[config.mk]
export PLATFORM = sky130hd
export DESIGN_NAME = player_motion
export DESIGN_NICKNAME = d
export VERILOG_FILES = /design/src/rtl/game_pkg.sv /design/src/rtl/button_sync.sv /design/src/rtl/player_motion.sv
export SDC_FILE = /design/constraint.sdc
export NUM_CORES = 1
export LEC_CHECK = 0
export BUFFER_PORTS_ARGS = -buffer_cell sky130_fd_sc_hd__buf_2
export CAP_MARGIN = 20
export CORE_ASPECT_RATIO = 1.4
export CORE_MARGIN = 8
export CORE_UTILIZATION = 58
export CTS_CLUSTER_SIZE = 8
export DETAILED_ROUTE_END_ITERATION = 8
export GPL_TIMING_DRIVEN = 1
export PLACE_DENSITY = 0.79
export RECOVER_POWER = 50
export SLEW_MARGIN = 20
export SYNTH_ARGS = -nofsm -noshare
export SYNTH_HDL_FRONTEND = slang
export SYNTH_SLANG_ARGS = --single-unit
[constraint.sdc]
create_clock -name clock -period 4.7 [get_ports clock]
set_input_delay 0.47 -clock clock [delete_from_list [all_inputs] [get_ports clock]]
set_output_delay 0.47 -clock clock [all_outputs]
set_load 0.01 [all_outputs]
[src/rtl/game_pkg.sv]
// Shared encodings and playfield constants for the game core and its
// per-frame stages (core state, playfield geometry, player motion states).
package game_pkg;

  localparam logic [1:0] O_S_WAIT = 2'd0;
  localparam logic [1:0] O_S_PLAY = 2'd1;
  localparam logic [1:0] O_S_END  = 2'd2;

  localparam int unsigned PLAYFIELD_W = 160;
  localparam int unsigned PLAYFIELD_H = 80;
  localparam int unsigned SCREEN_W    = 160;
  localparam int unsigned SCREEN_H    = 120;
  localparam int unsigned SPRITE_SIZE = 8;

  typedef enum logic [1:0] {
    M_HOLD     = 2'd0,
    M_GROUNDED = 2'd1,
    M_RISING   = 2'd2,
    M_FALLING  = 2'd3
  } motion_state_t;

  function automatic logic [7:0] sat_inc8(input logic [7:0] value);
    return (value == 8'hFF) ? value : value + 8'd1;
  endfunction

endpackage

[src/rtl/button_sync.sv]
// Two-flop synchronizer for a raw push button, plus a rising-edge strobe
// taken one flop further down the chain.
module button_sync (
  input  logic clock,
  input  logic reset,
  input  logic btn,
  output logic level,
  output logic rise
);

  // [0],[1] synchronize; [2] remembers the previous synced level
  logic [2:0] sync_reg;

  always_ff @(posedge clock or posedge reset) begin
    if (reset) begin
      sync_reg <= '0;
    end else begin
      sync_reg <= {sync_reg[1:0], btn};
    end
  end

  assign level = sync_reg[1];
  assign rise  = sync_reg[1] & ~sync_reg[2];

endmodule

[src/rtl/player_motion.sv]
// Per-frame player physics: button sync, jump/fall state machine and playfield
// clamping. Define PLAYER_DOUBLE_JUMP_EN to allow one extra mid-air jump.
module player_motion
  import game_pkg::*;
#(
  parameter int unsigned START_X  = 20,
  parameter int unsigned GROUND_Y = PLAYFIELD_H - SPRITE_SIZE,
  parameter int unsigned X_MIN    = 0,
  parameter int unsigned X_MAX    = PLAYFIELD_W - SPRITE_SIZE,
  parameter int unsigned JUMP_VEL = 6,
  parameter int unsigned MAX_FALL = 4
) (
  input  logic       clock,
  input  logic       reset,
  input  logic       frame_tick,
  input  logic [1:0] core_state,
  input  logic       btn_jump,
  input  logic       btn_left,
  input  logic       btn_right,
  output logic [7:0] player_x,
  output logic [6:0] player_y,
  output logic       airborne,
  output logic [7:0] jump_count
);

  localparam logic [7:0]        START_X8  = 8'(START_X);
  localparam logic [7:0]        X_MIN8    = 8'(X_MIN);
  localparam logic [7:0]        X_MAX8    = 8'(X_MAX);
  localparam logic [6:0]        GROUND_Y7 = 7'(GROUND_Y);
  localparam logic signed [7:0] GROUND_YS = 8'(GROUND_Y);
  localparam logic [3:0]        JUMP_VEL4 = 4'(JUMP_VEL);
  localparam logic [3:0]        MAX_FALL4 = 4'(MAX_FALL);

  // Button synchronizers: index 0 jump, 1 left, 2 right
  logic [2:0] btn_raw;
  logic [2:0] btn_level;
  logic [2:0] btn_rise;
  logic [2:0] unused_sync;

  assign btn_raw = {btn_right, btn_left, btn_jump};

  for (genvar gi = 0; gi < 3; gi++) begin : g_sync
    button_sync u_sync (
      .clock (clock),
      .reset (reset),
      .btn   (btn_raw[gi]),
      .level (btn_level[gi]),
      .rise  (btn_rise[gi])
    );
  end

  assign unused_sync = {btn_rise[2:1], btn_level[0]};

  logic          jump_rise;
  logic          left_level;
  logic          right_level;

  assign jump_rise   = btn_rise[0];
  assign left_level  = btn_level[1];
  assign right_level = btn_level[2];

  motion_state_t state_reg;
  logic [3:0]    vy_reg;
  logic          jump_req_reg;
  logic [7:0]    x_reg;
  logic [6:0]    y_reg;
  logic          airborne_reg;
  logic [7:0]    jump_count_reg;
`ifdef PLAYER_DOUBLE_JUMP_EN
  logic          dj_used_reg;
  logic signed [7:0] fall_y;
`endif

  logic [7:0]        x_next;
  logic              jump_go;
  logic              launch;
  logic              going_up;
  logic [3:0]        vy_eff;
  logic [3:0]        vy_after;
  logic signed [7:0] y_ext;
  logic signed [7:0] vy_ext;
  logic signed [7:0] y_calc;

  // An edge arriving in the same cycle as the tick still counts for that tick
  assign jump_go = jump_req_reg | jump_rise;

  always_comb begin
    x_next = x_reg;
    if (left_level && !right_level && (x_reg > X_MIN8)) begin
      x_next = x_reg - 8'd1;
    end else if (right_level && !left_level && (x_reg < X_MAX8)) begin
      x_next = x_reg + 8'd1;
    end
  end

  always_comb begin
    y_ext  = signed'({1'b0, y_reg});
    launch = 1'b0;
`ifdef PLAYER_DOUBLE_JUMP_EN
    fall_y = y_ext + signed'({4'b0000, vy_reg});
`endif
    if (jump_go) begin
      if (state_reg == M_GROUNDED) begin
        launch = 1'b1;
`ifdef PLAYER_DOUBLE_JUMP_EN
      // A landing tick wins over a second jump
      end else if ((state_reg == M_RISING ||
                    (state_reg == M_FALLING && fall_y < GROUND_YS)) &&
                   !dj_used_reg) begin
        launch = 1'b1;
`endif
      end
    end

    vy_eff   = launch ? JUMP_VEL4 : vy_reg;
    going_up = launch || (state_reg == M_RISING);
    vy_ext   = signed'({4'b0000, vy_eff});
    y_calc   = going_up ? (y_ext - vy_ext) : (y_ext + vy_ext);

    if (going_up) begin
      vy_after = vy_eff - 4'd1;
    end else if (vy_eff >= MAX_FALL4) begin
      vy_after = MAX_FALL4;
    end else begin
      vy_after = vy_eff + 4'd1;
    end
  end

  always_ff @(posedge clock or posedge reset) begin
    if (reset) begin
      state_reg      <= M_HOLD;
      vy_reg         <= '0;
      jump_req_reg   <= 1'b0;
      x_reg          <= START_X8;
      y_reg          <= GROUND_Y7;
      airborne_reg   <= 1'b0;
      jump_count_reg <= '0;
`ifdef PLAYER_DOUBLE_JUMP_EN
      dj_used_reg    <= 1'b0;
`endif
    end else if (core_state != O_S_PLAY) begin
      state_reg    <= M_HOLD;
      vy_reg       <= '0;
      jump_req_reg <= 1'b0;
      x_reg        <= START_X8;
      y_reg        <= GROUND_Y7;
      airborne_reg <= 1'b0;
`ifdef PLAYER_DOUBLE_JUMP_EN
      dj_used_reg  <= 1'b0;
`endif
      if (core_state == O_S_WAIT) begin
        jump_count_reg <= '0;
      end
    end else begin
      jump_req_reg <= frame_tick ? 1'b0 : (jump_req_reg | jump_rise);
      case (state_reg)
        M_HOLD: begin
          state_reg <= M_GROUNDED;
        end
        default: begin
          if (frame_tick) begin
            x_reg <= x_next;
            if (launch) begin
              jump_count_reg <= sat_inc8(jump_count_reg);
            end
`ifdef PLAYER_DOUBLE_JUMP_EN
            if (launch && state_reg != M_GROUNDED) begin
              dj_used_reg <= 1'b1;
            end
`endif
            if (state_reg == M_GROUNDED && !launch) begin
              y_reg <= y_reg;
            end else if (y_calc <= 8'sd0) begin
              y_reg        <= '0;
              vy_reg       <= '0;
              state_reg    <= M_FALLING;
              airborne_reg <= 1'b1;
            end else if (y_calc >= GROUND_YS) begin
              y_reg        <= GROUND_Y7;
              vy_reg       <= '0;
              state_reg    <= M_GROUNDED;
              airborne_reg <= 1'b0;
`ifdef PLAYER_DOUBLE_JUMP_EN
              dj_used_reg  <= 1'b0;
`endif
            end else begin
              y_reg        <= y_calc[6:0];
              vy_reg       <= vy_after;
              airborne_reg <= 1'b1;
              if (going_up && vy_after != 4'd0) begin
                state_reg <= M_RISING;
              end else begin
                state_reg <= M_FALLING;
              end
            end
          end
        end
      endcase
    end
  end

  assign player_x   = x_reg;
  assign player_y   = y_reg;
  assign airborne   = airborne_reg;
  assign jump_count = jump_count_reg;

endmodule
# Word level (Yosys, flattened, before mapping)
# Cells that the tools add are included.
# word_totals
reg_bits	38
input_bits	8
wordCells	99
# op_classes
addsub	7
magnitude_cmp	5
eq_ne	9
n_mux	44
bitwise_logic	3
n_reduce_logical	21
# op_table
op	count
$mux 8	12
$mux 7	6
$mux 4	9
$add 8x1->8 const B	2
$mux 2	6
$mux 1	11
$add 7x4->8	1
$eq 8x8->1 const B	1
$ge 8x8->1 const B	1
$gt 8x1->1 const B	1
$le 8x1->1 const B	1
$lt 8x8->1 const B	1
$sub 7x4->8	1
$sub 8x1->8 const B	1
$logic_and 1x1->1	6
$ne 2x2->1 const B	3
$reduce_and 3->1	2
$reduce_bool 3->1	2
$reduce_and 5->1	1
$add 4x1->4 const B	1
$ge 4x3->1 const B	1
$logic_not 2->1	2
$ne 2x1->1 const B	2
$reduce_bool 2->1	2
11 further kinds	13

# Depth between registers and ports, before layout
# depth
ltp_word	17
ltp_mapped	17
depth_no_buf	16

# Cells and area by module
# A second synthesis with hierarchy kept.
# hier_totals
cells_unflattened	296
hier_area_um2	2648.8
# modules_own_cells
mod	instances	cells_each	area_each_um2
player_motion	1	281	2371.0
button_sync	3	5	92.6

# Worst setup path before layout
# OpenSTA, ideal clock, no wires.
# synth_path
path_type	register to register
from	register state_reg[1]
to	register vy_reg[0]
arrival_ps	3359
setup_slack_ps	1267
stages_incl_launch_ff	16
path_buffers	0
period_less_slack_ps	3433
cell_sequence	dfrtp_1 -> nor2b_1 -> a21boi_4 -> nor2_1 -> ha_1 -> nor2_1 -> o21ai_0 -> inv_1 -> ha_1 -> nor2b_1 -> o31a_1 -> a31oi_1 -> xnor2_2 -> nand2_1 -> o31a_4 -> o21ai_2
# synth_between
elab_chain_len	13
word_cells_on_any_way	28
cone_classes	add/sub: 4; order compare: 3; eq/ne: 4; mux: 12; reduce/logical: 5
# synth_lines
item	line_no	source
start, declared	player_motion.sv:62	motion_state_t state_reg;
start signal, assigned	player_motion.sv:131	state_reg <= M_HOLD;
start signal, assigned	player_motion.sv:142	state_reg <= M_HOLD;
start signal, assigned	player_motion.sv:158	state_reg <= M_GROUNDED;
$eq 2x1->1	player_motion.sv:103, player_motion.sv:171	
$mux 1	player_motion.sv:103	if (state_reg == M_GROUNDED) begin
$mux 1	player_motion.sv:102	if (jump_go) begin
$mux 4	player_motion.sv:115	vy_eff = launch ? JUMP_VEL4 : vy_reg;
$add 7x4->8, or another cell as far along	player_motion.sv:118	y_calc = going_up ? (y_ext - vy_ext) : (y_ext + vy_ext);
$mux 8 / $mux 4 (equally long branches)	player_motion.sv:118, player_motion.sv:122	
$ge 8x8->1 / $mux 4 (equally long branches)	player_motion.sv:178, player_motion.sv:120	
$mux 4	player_motion.sv:178	end else if (y_calc >= GROUND_YS) begin
$mux 4	player_motion.sv:173	end else if (y_calc <= 8'sd0) begin
$mux 4	player_motion.sv:171	if (state_reg == M_GROUNDED && !launch) begin
$mux 4	player_motion.sv:161	if (frame_tick) begin
$mux 4	player_motion.sv:156	case (state_reg)
$mux 4	player_motion.sv:141	end else if (core_state != O_S_PLAY) begin
end signal, assigned	player_motion.sv:188	vy_reg <= vy_after;
end, declared	player_motion.sv:63	logic [3:0] vy_reg;
# Several ways; a longest one is shown, not always the timed one. The select of a mux whose other input is x is not followed.
# A chain may end at the register's enable or synchronous reset.

# Worst setup path in the final report
# layout_path
from	register state_reg[1]
to	register vy_reg[1]
# Same word-level chain as after synthesis.

==> results_dict.tcl <==
set metrics [dict create \
    grt_pass1_vias 2255 \
    seqPwrFrac_pct 50.6 \
    antenna_found_initial 0 \
    ctsResizeCount 0 \
    drt_iter0_drc 95 \
    switchingPower_w 0.0001927 \
    num_vias 2294 \
    synth_edf_count 0 \
    mostFrequentLayoutCells "37 x nand2_1, 34 x dfrtp_1, 26 x buf_2, 25 x nor2_1, 17 x ha_1" \
    root_buffer "clkbuf_8" \
    fp.dieH_um 95.62 \
    crit_arrival_ns 4.22 \
    synth_nets 322 \
    final_nets 353 \
    skew_ns 0.003536 \
    rsz0062_at_grt "false" \
    multi_input_area_mm2 0.001573 \
    dp.cells 381 \
    ys_types 58 \
    grt_overflow 0 \
    hp-class "input port to flip-flop" \
    p_per_area_mw_per_mm2 231.4 \
    postCtsSetupRepairBufs 0 \
    fmaxAchievable_ghz 0.2503 \
    ys_ff_latch 38 \
    n_fill_cell 398 \
    synth-warning-count 0 \
    dr.pass1.iters 4 \
    routed_via_density 5.912 \
    cts_sinks 38 \
    cts_buffers 5 \
    portBuffers 31 \
    layout-drive-gt1-share_pct 14.72 \
    grt_pass1_wl_um 10180 \
    dpl.hpwl_um 4589 \
    cts_max_level 2 \
    initial_core_util_pct 58.84 \
    relSlewSlack_pct -36.12 \
    holdWs_ns 0.2804 \
    detail-route-antenna-nets 0 \
    clk_pin_slew_ns 0.07 \
    area_delta_synth_final_pct 10.20 \
    synthArstFlopShare_pct 100.0 \
    leakagePower_nw 1.365 \
    num_io_pins 32 \
    cts_hold_buffers 0 \
    instances_no_fill 388 \
    cts.path.max_buffers 2 \
    clkLatencyLatePin_ns 0.29 \
    die_area_mm2 0.006968 \
    dieWidth_um 72.87 \
    drv_slew 39 \
    drt_wl_total_um 5987 \
    end_kind "flip-flop" \
    grt_start_max_net_pins 39 \
    synth_area_mm2 0.002626 \
    cap_viol_max_count 1 \
    hold_viol 0 \
    violations "max-capacitance violations, max-slew violations" \
    setup-tns-final_ns 0 \
    status "complete, but fails checks" \
    num_rows 29 \
    ir_drop_uv 159.3 \
    finalCriticalPeriod_ns 3.995 \
    criticalPathCategory "flip-flop to flip-flop" \
    swShare_pct 28.77 \
    seqCellArea_um2 955.9 \
    yosysSeqAreaShare_pct 36.40 \
    synthFlopType "dfrtp_1" \
    post_drt_wl_per_cell_um 15.43 \
    num_antenna_cells 0 \
    drc_errors 0 \
    routabilityCongestion 0.8488 \
    worst_pin_slew_ns 2.042 \
    post-route-period-util_pct 85.01 \
    syn_avg_cell_area_um2 8.903 \
    finalSetupViolCount 0 \
    cp.required_ns 4.92 \
    fin_util_pct 64.84 \
    coreArea_mm2 0.004463 \
    syn_inst 295 \
    place_ws_ns 0.7755 \
    worst-path-max-fanout 8 \
    mostFrequentLayoutCell "nand2_1" \
    pwr-share-clk_pct 31.6 \
    combPwrFrac_pct 17.8 \
    fin_ws_ns 0.7046 \
    critPathLaunchType "flip-flop" \
    reg2reg_from "state_reg[1]" \
    hp-start "btn_jump" \
    gr-usage-all-layers_pct 18.44 \
    p_int_w 0.0004770 \
    crit_path_start "state_reg[1]" \
    cts_tree "built" \
]
synthesized netlist by cell type, types with 2 or more instances:
cell type,count,share of area [%]
a211o_1,3,1.0
a211oi_1,3,0.86
a21o_1,7,2.0
a21oi_1,15,2.9
a31oi_1,2,0.48
buf_1,2,0.29
buf_2,3,0.57
clkbuf_1,2,0.29
dfrtp_1,34,32
dfstp_2,4,4.0
fa_1,2,1.5
ha_1,17,8.1
inv_1,14,2.0
mux2i_1,4,1.5
nand2_1,37,5.3
nand2b_1,8,1.9
nand3_1,9,1.7
nand4_1,2,0.48
nor2_1,25,3.6
nor2b_1,6,1.4
nor3_1,9,1.7
nor4_1,3,0.71
o211ai_1,9,2.6
o21a_1,6,1.7
o21ai_0,6,1.1
o21ai_1,11,2.1
o21ai_2,4,1.3
o22ai_1,2,0.48
o31a_1,2,0.67
o31ai_1,2,0.57
or3_1,3,0.71
or4_1,2,0.57
xnor2_1,9,3.0
xor2_1,4,1.3
path summary, 6_finish.rpt:
path / cells past startpoint / slack, ns / endpoint
max: 15 / 0.70 / vy_reg[1]
min: 1 / 0.28 / g_sync[0].u_sync.sync_reg[0]
max reg2reg: 15 / 0.70 / vy_reg[1]
min reg2reg: 0 / 0.35 / g_sync[2].u_sync.sync_reg[1]
max in group asynchronous: 3 / 2.63 / player_y[4]
min in group asynchronous: 3 / 0.91 / g_sync[0].u_sync.sync_reg[0]
metrics by stage:
| stage | area [µm²] | power [W] |
|---|---|---|
| 3_3_place_gp | 2825 | 0.0004620 |
| 4_1_cts | 2904 | 0.0006744 |
| 5_1_grt | 2894 | 0.0007018 |
| 6_report | 2894 | 0.0006697 |
| 3_5_place_dp | 2825 | 0.0004639 |
| 2_1_floorplan | 2626 | 0.0004362 |
layout make-up:
class / count / share of cell area (%)
clock buffers: 5 / 2.378
clock inverters: 2 / 0.3459
inverters: 15 / 1.946
multi-input cells: 234 / 54.34
flip-flops and latches: 38 / 33.03
well taps: 62 / 2.680
repair buffers: 32 / 5.275
routing by layer:
metal / up-vias / global-route usage [%] / routed length (µm) / share of wire [%]
li1: 1134 / - / - / -
met1: 1089 / 20.24 / 2438 / 41
met2: 55 / 32.86 / 3150 / 53
met3: 16 / 2.842 / 209 / 3.5
met4: 0 / 10.39 / 190 / 3.2
met5: - / 0 / 0 / 0
worst max-delay path: stages (launching register included):
cell	delay [ns]
dfrtp_1	0.45
nor2b_1	0.17
a21boi_4	0.31
nor2_1	0.11
ha_1	0.35
nor2_1	0.06
o21ai_0	0.33
inv_1	0.09
ha_1	0.27
nor2b_1	0.17
o31a_1	0.32
a31oi_1	0.33
xnor2_2	0.21
nand2_1	0.20
o31a_4	0.41
o21ai_2	0.14
power by group through the flow:
| stage | Clock (W) | Combinational, W | Sequential [W] |
|---|---|---|---|
| 6_report | 0.000212 | 0.000119 | 0.000339 |
| 5_1_grt | 0.000229 | 0.000133 | 0.000340 |
| 3_3_place_gp | 0 | 0.000117 | 0.000345 |
| 3_5_place_dp | 0 | 0.000119 | 0.000345 |
| 4_1_cts | 0.000216 | 0.000120 | 0.000339 |
| 2_1_floorplan | 0 | 0.0000909 | 0.000345 |
cell families after synthesis:
family	synth area share, %
flip-flops	36.40
buffers and inverters	3.716
AND/OR/NAND/NOR	20.63
adder cells (fa/ha/maj)	9.624
XOR/XNOR	4.955
AO/OA/AOI/OAI	23.15
multiplexers	1.525
No activity file was read; power rests on OpenSTA's default activity.
